### src/rtl/msg_store_fwd_fifo.sv
// Store-and-forward message buffer: only fully written messages are presented downstream.
// A message that overflows the buffer, or is cut short by a new sop, is discarded whole.
module msg_store_fwd_fifo #(
    parameter int DATA_W  = 64,
    parameter int EMPTY_W = 3,
    parameter int DEPTH   = 16,
    parameter int CNT_W   = 16
) (
    input  logic                       clk,
    input  logic                       rst,
    input  logic [DATA_W-1:0]          i_msg_in_data,
    input  logic [EMPTY_W-1:0]         i_msg_in_empty,
    input  logic                       i_msg_in_sop,
    input  logic                       i_msg_in_eop,
    input  logic                       i_msg_in_valid,
    output logic                       o_msg_in_ready,
    output logic [DATA_W-1:0]          o_msg_out_data,
    output logic [EMPTY_W-1:0]         o_msg_out_empty,
    output logic                       o_msg_out_sop,
    output logic                       o_msg_out_eop,
    output logic                       o_msg_out_valid,
    input  logic                       i_msg_out_ready,
    output logic                       o_drop_pulse,
    output logic [CNT_W-1:0]           o_drop_cnt,
    output logic [$clog2(DEPTH):0]     o_level
);

    localparam int AW    = $clog2(DEPTH);
    localparam int PTR_W = AW + 1;
    localparam int ENT_W = DATA_W + EMPTY_W + 2;

    typedef enum logic [1:0] {
        S_IDLE    = 2'd0,
        S_STORE   = 2'd1,
        S_DISCARD = 2'd2
    } state_t;

    logic [ENT_W-1:0] r_mem [DEPTH];
    logic [PTR_W-1:0] r_wr_ptr;
    logic [PTR_W-1:0] r_rd_ptr;
    logic [PTR_W-1:0] r_wr_commit;
    state_t           r_state;
    logic             r_drop_pulse;
    logic [CNT_W-1:0] r_drop_cnt;

    state_t           w_next_state;
    state_t           w_start_state;
    logic             w_acc;
    logic             w_full;
    logic             w_commit_full;
    logic             w_start;
    logic             w_overflow;
    logic             w_abort;
    logic             w_wr_en;
    logic [PTR_W-1:0] w_wr_addr;
    logic [PTR_W-1:0] w_wr_ptr_nxt;
    logic [PTR_W-1:0] w_commit_nxt;
    logic             w_drop;
    logic             w_rd_en;
    logic [ENT_W-1:0] w_rd_entry;

    assign o_msg_in_ready = ~rst;
    assign w_acc          = i_msg_in_valid & o_msg_in_ready;
    // Occupancy uses the registered read pointer: a same-cycle read frees nothing.
    assign w_full         = ((r_wr_ptr - r_rd_ptr) == PTR_W'(DEPTH));
    assign w_commit_full  = ((r_wr_commit - r_rd_ptr) == PTR_W'(DEPTH));
    assign w_start_state  = i_msg_in_eop ? S_IDLE : (w_commit_full ? S_DISCARD : S_STORE);

    assign o_msg_out_valid = (r_rd_ptr != r_wr_commit);
    assign w_rd_en         = o_msg_out_valid & i_msg_out_ready;
    assign w_rd_entry      = r_mem[r_rd_ptr[AW-1:0]];
    assign o_msg_out_data  = w_rd_entry[ENT_W-1 -: DATA_W];
    assign o_msg_out_empty = w_rd_entry[EMPTY_W+1:2];
    assign o_msg_out_sop   = w_rd_entry[1];
    assign o_msg_out_eop   = w_rd_entry[0];
    assign o_level         = r_wr_commit - r_rd_ptr;
    assign o_drop_pulse    = r_drop_pulse;
    assign o_drop_cnt      = r_drop_cnt;

    // State, pointer and drop-statistics registers.
    always_ff @(posedge clk or posedge rst) begin
        if (rst) begin
            r_state      <= S_IDLE;
            r_wr_ptr     <= '0;
            r_rd_ptr     <= '0;
            r_wr_commit  <= '0;
            r_drop_pulse <= 1'b0;
            r_drop_cnt   <= '0;
        end else begin
            r_state      <= w_next_state;
            r_wr_ptr     <= w_wr_ptr_nxt;
            r_wr_commit  <= w_commit_nxt;
            r_drop_pulse <= w_drop;
            if (w_rd_en) begin
                r_rd_ptr <= r_rd_ptr + PTR_W'(1);
            end
            if (w_drop && (r_drop_cnt != {CNT_W{1'b1}})) begin
                r_drop_cnt <= r_drop_cnt + CNT_W'(1);
            end
        end
    end

    // Beat storage; contents need no reset since pointers gate visibility.
    always_ff @(posedge clk) begin
        if (w_wr_en) begin
            r_mem[w_wr_addr[AW-1:0]] <= {i_msg_in_data, i_msg_in_empty, i_msg_in_sop, i_msg_in_eop};
        end
    end

    // Next-state logic and classification of the accepted beat.
    always_comb begin
        w_next_state = r_state;
        w_start      = 1'b0;
        w_overflow   = 1'b0;
        w_abort      = 1'b0;
        case (r_state)
            S_IDLE: begin
                if (w_acc && i_msg_in_sop) begin
                    w_start      = 1'b1;
                    w_next_state = w_start_state;
                end else begin
                    w_next_state = S_IDLE;
                end
            end
            S_STORE: begin
                if (!w_acc) begin
                    w_next_state = S_STORE;
                end else if (w_full) begin
                    w_overflow   = 1'b1;
                    w_next_state = i_msg_in_eop ? S_IDLE : S_DISCARD;
                end else if (i_msg_in_sop) begin
                    // Rewinding leaves less than a full buffer, so the restart cannot also overflow.
                    w_abort      = 1'b1;
                    w_start      = 1'b1;
                    w_next_state = w_start_state;
                end else if (i_msg_in_eop) begin
                    w_next_state = S_IDLE;
                end else begin
                    w_next_state = S_STORE;
                end
            end
            S_DISCARD: begin
                if (w_acc && i_msg_in_sop) begin
                    w_start      = 1'b1;
                    w_next_state = w_start_state;
                end else if (w_acc && i_msg_in_eop) begin
                    w_next_state = S_IDLE;
                end else begin
                    w_next_state = S_DISCARD;
                end
            end
            default: begin
                w_next_state = S_IDLE;
            end
        endcase
    end

    // Write-side datapath: memory write, pointer advance, commit and drop.
    always_comb begin
        w_wr_en      = 1'b0;
        w_wr_addr    = r_wr_ptr;
        w_wr_ptr_nxt = r_wr_ptr;
        w_commit_nxt = r_wr_commit;
        w_drop       = w_overflow | w_abort;
        if (w_start) begin
            if (w_commit_full) begin
                w_drop       = 1'b1;
                w_wr_ptr_nxt = r_wr_commit;
            end else begin
                w_wr_en      = 1'b1;
                w_wr_addr    = r_wr_commit;
                w_wr_ptr_nxt = r_wr_commit + PTR_W'(1);
                if (i_msg_in_eop) begin
                    w_commit_nxt = r_wr_commit + PTR_W'(1);
                end else begin
                    w_commit_nxt = r_wr_commit;
                end
            end
        end else if (w_overflow) begin
            w_wr_ptr_nxt = r_wr_commit;
        end else if ((r_state == S_STORE) && w_acc) begin
            w_wr_en      = 1'b1;
            w_wr_ptr_nxt = r_wr_ptr + PTR_W'(1);
            if (i_msg_in_eop) begin
                w_commit_nxt = r_wr_ptr + PTR_W'(1);
            end else begin
                w_commit_nxt = r_wr_commit;
            end
        end else begin
            w_wr_en = 1'b0;
        end
    end

endmodule
### config.mk
export PLATFORM = sky130hd
export DESIGN_NAME = msg_store_fwd_fifo
export DESIGN_NICKNAME = d
export VERILOG_FILES = /design/src/rtl/msg_store_fwd_fifo.sv
export SDC_FILE = /design/constraint.sdc
export NUM_CORES = 1
export LEC_CHECK = 0
export CELL_PAD_IN_SITES_DETAIL_PLACEMENT = 1
export CELL_PAD_IN_SITES_GLOBAL_PLACEMENT = 1
export CORE_MARGIN = 5
export CORE_UTILIZATION = 59
export CTS_CLUSTER_DIAMETER = 120
export DETAILED_ROUTE_END_ITERATION = 16
export GPL_ROUTABILITY_DRIVEN = 0
export GPL_TIMING_DRIVEN = 0
export PLACE_DENSITY = 0.93
export SLEW_MARGIN = 30
export SYNTH_ARGS = -nofsm -noshare
export SYNTH_HDL_FRONTEND = slang
export SYNTH_SLANG_ARGS = --single-unit
### constraint.sdc
create_clock -name clk -period 14.34 [get_ports clk]
set_input_delay 2.151 -clock clk [delete_from_list [all_inputs] [get_ports clk]]
set_output_delay 2.151 -clock clk [all_outputs]
set_load 0.02 [all_outputs]
==> results of run 1 <==
## placed cells by master, fill, tap and decap left out, types with 4 or more instances in the layout
cell type	count
edfxtp_1	1104
mux4_2	345
clkdlybuf4s50_1	164
clkbuf_16	112
clkbuf_1	74
buf_16	63
dfrtp_1	34
buf_2	27
clkinv_1	26
xor2_1	19
nand2_1	18
nor2_1	18
inv_1	17
nand3_1	16
clkinv_2	15
clkbuf_2	14
nor2_4	14
buf_6	12
ha_1	12
xnor2_1	10
diode_2	9
bufinv_16	9
buf_8	9
a21oi_1	8
nor4_1	8
o21ai_0	6
and3_1	5
nor3_1	5
a31oi_1	5
nand4_1	4
a32oi_1	4
## power by group through the flow
stage               sequential (mW)  clock (mW)  combinational, mW
global route                   3.94        3.13               3.79
floorplan                      3.97           0               2.07
CTS                            3.93        2.94               3.68
global placement               4.00           0               3.22
finish                         3.94        2.94               3.71
detailed placement             3.98           0               3.50
## worst max path at each step
stage / to / slack, ps
2_1_floorplan: r_mem[12][0] / 5200
6_report: o_level[4] / 6990
3_3_place_gp: r_mem[8][35] / -2220
4_1_cts: o_level[4] / 7040
5_1_grt: o_level[4] / 6910
3_5_place_dp: r_mem[5][35] / 7700
## registers in the layout, summed over array words and instances, names as in the netlist
register      cells
r_wr_ptr          5
o_drop_cnt       16
r_wr_commit       5
o_drop_pulse      1
r_state           2
r_mem          1104
r_rd_ptr          5
## worst max-delay path: cells and delay by family (launching register included)
family / cells / cell delay (ps)
buffers and inverters: 5 / 2980
adder cells (fa/ha/maj): 1 / 570
AND/OR/NAND/NOR: 3 / 550
flip-flops: 1 / 390
## kinds of logic after synthesis
logic type	share of synthesized area
flip-flops	0.779
multiplexers	0.179
AND/OR/NAND/NOR	0.0128
adder cells (fa/ha/maj)	0.00390
buffers and inverters	0.00961
XOR/XNOR	0.00582
AO/OA/AOI/OAI	0.00938
## per-layer routing
| layer | routed length (um) | vias up |
|---|---|---|
| met2 | 71500 | 2490 |
| li1 | - | 8500 |
| met4 | 8040 | 8 |
| met5 | 60 | - |
| met3 | 16000 | 521 |
| met1 | 47200 | 12600 |
## area by class of cell
type,instances,area share
timing repair buffer,250,0.0700
clock buffer,144,0.0562
sequential,1138,0.652
tap,959,0.0230
antenna,9,0.000432
multi-input combinational,552,0.179
inverter,20,0.00144
buffer,85,0.00717
clock inverter,57,0.0107
## through the flow
stage | setup WS, ps | std cells
after floorplan | 5200 | 1795
after global placement | -2220 | 2919
after detailed placement | 7700 | 3002
after CTS | 7040 | 3203
after global routing | 6910 | 3209
final | 6990 | 3214
==> flow_summary.yaml, run 1 <==
timing:
  setup_viol: 0
  relSlewSlack: 0.270
  worstMarginPinSlew_ps: 1100
  drv_slew: 0
  clock_skew_ps: 44.6
  fin_setup_tns_ps: 0
  hold_violations: 0
  hold_ws_ps: 526
  grt_setup_unrepaired: "no"
  fmaxAchievable_ghz: 0.136
  final.period_utilization: 0.513
  period_needed_ps: 7350
synthesis:
  synth_flop_cell: "edfxtp_1"
  synth_area_leaders: "edfxtp_1 76%, mux4_2 18%, dfrtp_1 1.9%"
  syn-cell-area_mm2: 0.0436
  synth-seq-cells: 1138
  yosysTopAreaCell: "edfxtp_1"
  ys.warnings.count: 0
  synthDistinctLibCells: 61
  synth_edf_count: 1104
  syn_inst: 1795
  synth_most_common_cell: "edfxtp_1"
  synthTopCellsByCount: "1,104 x edfxtp_1, 345 x mux4_2, 52 x clkbuf_1"
  async_flop_share: 0.0299
  syn_nets: 1881
  ys_seq_area_frac: 0.779
  postSynthAreaPerCell_um2: 24.3
  yosysTopAreaCellShare: 0.760
critical_path:
  timing.rr.start: "r_rd_ptr[1]"
  cpMostUsedCell: "clkbuf_1"
  cp.arrival_ps: 5200
  crit_type: "reg -> out"
  timing.rr.end: "r_mem[6][28]"
  worstRegToRegCells: 16
  path_cells: "clkbuf_1 -> clkbuf_1 -> clkbuf_1 -> inv_1 -> fa_1 -> nand3_1 -> nand3_1 -> and2_1 -> clkdlybuf4s50_1"
  slowest_delay_ps: 750
  critPathSlowestCell: "clkbuf_1"
  reg2reg_setup_slack_ps: 7020
  worstSetupStartpoint: "r_rd_ptr[1]"
  worstSetupStartpointType: "register"
  endpoint_kind: "output port"
  critPathMaxFanout: 10
  cp.required_ps: 12190
layout:
  drive_gt1_frac: 0.288
  seqCellArea_mm2: 0.0340
  postLayoutCellArea_mm2: 0.0522
  fin_util: 0.713
  fin_nets: 2243
  nFillCells: 5312
  multiInputGateArea_mm2: 0.00936
  syn2layout_area_growth_pct: 19.6
die:
  coreArea_mm2: 0.0732
  fp.dieW_um: 282
  start_util: 0.596
  chipHeight_um: 282
  die-area_mm2: 0.0795
  rows: 99
  io_pins: 166
clock_tree:
  cts_made_buffers: 110
  clock-root-buffer: "clkbuf_16"
  hold_buffers: 0
  cts_resized: 0
  post_cts_buffers: 0
  clk_path_buf_depth: 3
  cts_tree: "yes"
  path_clk_slew_ps: 70
  htree_levels: 3
  clock-sinks: 1138
  clock_latency_ps: 710
power_and_ir_drop:
  intPower_mw: 7.05
  clkPwrFrac: 0.278
  switching_share: 0.334
  p_sw_mw: 3.53
  p_leak_nw: 16.6
  power_frac_seq: 0.372
  p_per_area_mw_per_mm2: 203
  power_frac_comb: 0.350
  ir_worst_vdd_mv: 0.137
  finalPower_mw: 10.6
routing:
  first_pass_iters: 8
  detail-route-antenna-nets: 0
  wl_per_cell_um: 44.4
  drt-total-wl_um: 143000
  vias: 24100
  via_per_inst: 7.51
  drc: 0
  detail_route.iter0.violations: 4201
grt:
  grt_pass1_vias: 24700
  grtUsageMet2: 0.600
  met1_usage: 0.476
  antenna_found_initial: 13
  grt-busiest-layer: "met2"
  grt_max_degree: 37
  met3_usage: 0.0768
  track_usage: 0.364
  grt.overflow.total: 0
  grt_pass1_wl_um: 200000
job:
  cap_violations: 0
place:
  dpl_cell_area_mm2: 0.0486
  io_buffers: 165
  hpwl_um: 79500
hold_path:
  worstHoldStart: "o_drop_cnt[9]"
  min_to: "o_drop_cnt[9]"
  whs_path_depth: 1
  hold_class: "reg -> reg"
status:
  status: "complete, no violations"
Power figures use the tool's default switching activity.
==> run 2: changes to the inputs <==
--- a/config.mk
+++ b/config.mk
@@ -8,12 +8,12 @@
 export CELL_PAD_IN_SITES_DETAIL_PLACEMENT = 1
 export CELL_PAD_IN_SITES_GLOBAL_PLACEMENT = 1
 export CORE_MARGIN = 5
-export CORE_UTILIZATION = 59
+export CORE_UTILIZATION = 49
 export CTS_CLUSTER_DIAMETER = 120
 export DETAILED_ROUTE_END_ITERATION = 16
 export GPL_ROUTABILITY_DRIVEN = 0
 export GPL_TIMING_DRIVEN = 0
-export PLACE_DENSITY = 0.93
+export PLACE_DENSITY = 0.83
 export SLEW_MARGIN = 30
 export SYNTH_ARGS = -nofsm -noshare
 export SYNTH_HDL_FRONTEND = slang
==> constraint.sdc (replaced) <==
create_clock -name clk -period 6.2 [get_ports clk]
set_input_delay 0.93 -clock clk [delete_from_list [all_inputs] [get_ports clk]]
set_output_delay 0.93 -clock clk [all_outputs]
set_load 0.02 [all_outputs]
==> flow_summary.yaml, run 2 (synthesized netlist as in run 1, its figures left out) <==
die:
  start_util: 0.494
  coreArea_mm2: 0.0884
  chipHeight_um: 308
  die-area_mm2: 0.0951
  fp.dieW_um: 308
  rows: 109
  io_pins: 166
critical_path:
  cp.arrival_ps: 6330
  timing.rr.start: "r_rd_ptr[1]"
  endpoint_kind: "register"
  worstRegToRegCells: 17
  cp.required_ps: 6580
  critPathMaxFanout: 19
  worstSetupStartpoint: "r_rd_ptr[1]"
  worstSetupStartpointType: "register"
  crit_type: "reg -> reg"
power_and_ir_drop:
  p_per_area_mw_per_mm2: 453
  clkPwrFrac: 0.281
  power_frac_seq: 0.381
  p_leak_nw: 16.7
  intPower_mw: 16.4
  power_frac_comb: 0.338
  switching_share: 0.312
  ir_worst_vdd_mv: 0.431
  p_sw_mw: 7.43
hold_path:
  hold_class: "reg -> reg"
  worstHoldStart: "o_drop_cnt[7]"
  whs_path_depth: 1
timing:
  fmaxAchievable_ghz: 0.168
  period_needed_ps: 5950
  relSlewSlack: 0.294
  grt_setup_unrepaired: "no"
  hold_violations: 0
  final.period_utilization: 0.960
  setup_viol: 0
  setup_ws_ps: 248
  fin_setup_tns_ps: 0
  clock_skew_ps: 27.5
  drv_slew: 0
  worstMarginPinSlew_ps: 1060
layout:
  seqCellArea_mm2: 0.0340
  final_cell_mix: "1,104 x edfxtp_1, 345 x mux4_2, 164 x clkdlybuf4s50_1"
  postLayoutCellArea_mm2: 0.0526
  fin_nets: 2242
  multiInputGateArea_mm2: 0.00937
  final_common_cell: "edfxtp_1"
  largest_reg_flops: 1104
  nFillCells: 7244
  fin_cells: 3414
  drive_gt1_frac: 0.300
  syn2layout_area_growth_pct: 20.5
grt:
  grt.overflow.total: 0
  grt_max_degree: 37
  track_usage: 0.254
  grt_pass1_vias: 23200
  antenna_found_initial: 14
  grt_pass1_wl_um: 172000
clock_tree:
  hold_buffers: 0
  clk_path_buf_depth: 3
  clock-sinks: 1138
  clock_latency_ps: 680
  cts_made_buffers: 110
  cts_tree: "yes"
  htree_levels: 3
  clock-root-buffer: "clkbuf_16"
  path_clk_slew_ps: 60
place:
  hpwl_um: 76300
  dpl.cell_count: 3209
  dp_worst_setup_slack_ps: -282
  dpl_cell_area_mm2: 0.0490
  io_buffers: 165
routing:
  via_per_inst: 6.36
  detail-route-antenna-nets: 0
  wl_per_cell_um: 35.2
  drc: 0
  detail_route.iter0.violations: 2706
  first_pass_iters: 6
  drt-total-wl_um: 120000
  vias: 21700
status:
  status: "complete, no violations"
job:
  cap_violations: 0
==> run 2: worst paths after layout <==
kind	end	slack [ps]
min in group asynchronous	r_wr_ptr[3]	770
worst min register to register	o_drop_cnt[7]	490
max in group asynchronous	r_rd_ptr[0]	4910
worst min-delay path	o_drop_cnt[7]	490
worst max register to register	r_mem[12][27]	250
worst max-delay path	r_mem[12][27]	250
==> run 2: what timing repair did <==
item                       in CTS  in global routing
gates resized for setup         1                  1
setup buffers                   0                  0
setup endpoints to repair     461                  9
==> run 2: per-layer routing <==
layer	GRT usage	wire, um	vias to the layer above
met5	0	80	-
met1	0.329	43100	11700
met2	0.440	63500	1256
met3	0.0619	10500	205
li1	-	-	8516
met4	0.0620	2810	12
==> run 2: area by class of cell <==
class | count | area share
inverters | 20 | 0.00143
flip-flops and latches | 1138 | 0.647
plain buffers | 83 | 0.00719
diodes | 6 | 0.000286
clock buffers | 126 | 0.0551
clock inverters | 73 | 0.0127
well taps | 1165 | 0.0277
multi-input cells | 552 | 0.178
repair buffers | 251 | 0.0707
==> run 2: power groups by stage <==
stage | registers (mW) | logic, mW | clock network [mW]
after floorplan | 9.16 | 4.80 | 0
after global placement | 9.21 | 7.56 | 0
after detailed placement | 9.19 | 8.08 | 0
after CTS | 9.04 | 8.17 | 6.76
after global routing | 9.09 | 8.45 | 7.17
final | 9.07 | 8.05 | 6.69
==> run 2: critical path, cell delays in order (launching register included) <==
cell	delay (ps)
dfrtp_1	350
clkbuf_1	550
clkbuf_2	750
inv_1	250
ha_1	250
nand2b_1	160
nand3_1	160
a211oi_4	140
nor3_2	570
nand3_1	360
a21boi_1	290
o32ai_4	660
buf_6	260
buf_8	170
buf_8	160
buf_6	170
buf_6	180
buf_6	190
==> run 2: stage by stage <==
step,total power [mW],util,hold WS (ps)
finish,23.8,0.595,492
CTS,24.0,0.594,492
global placement,16.8,0.529,475
detailed placement,17.3,0.554,481
global route,24.7,0.595,503
floorplan,14.0,-,501
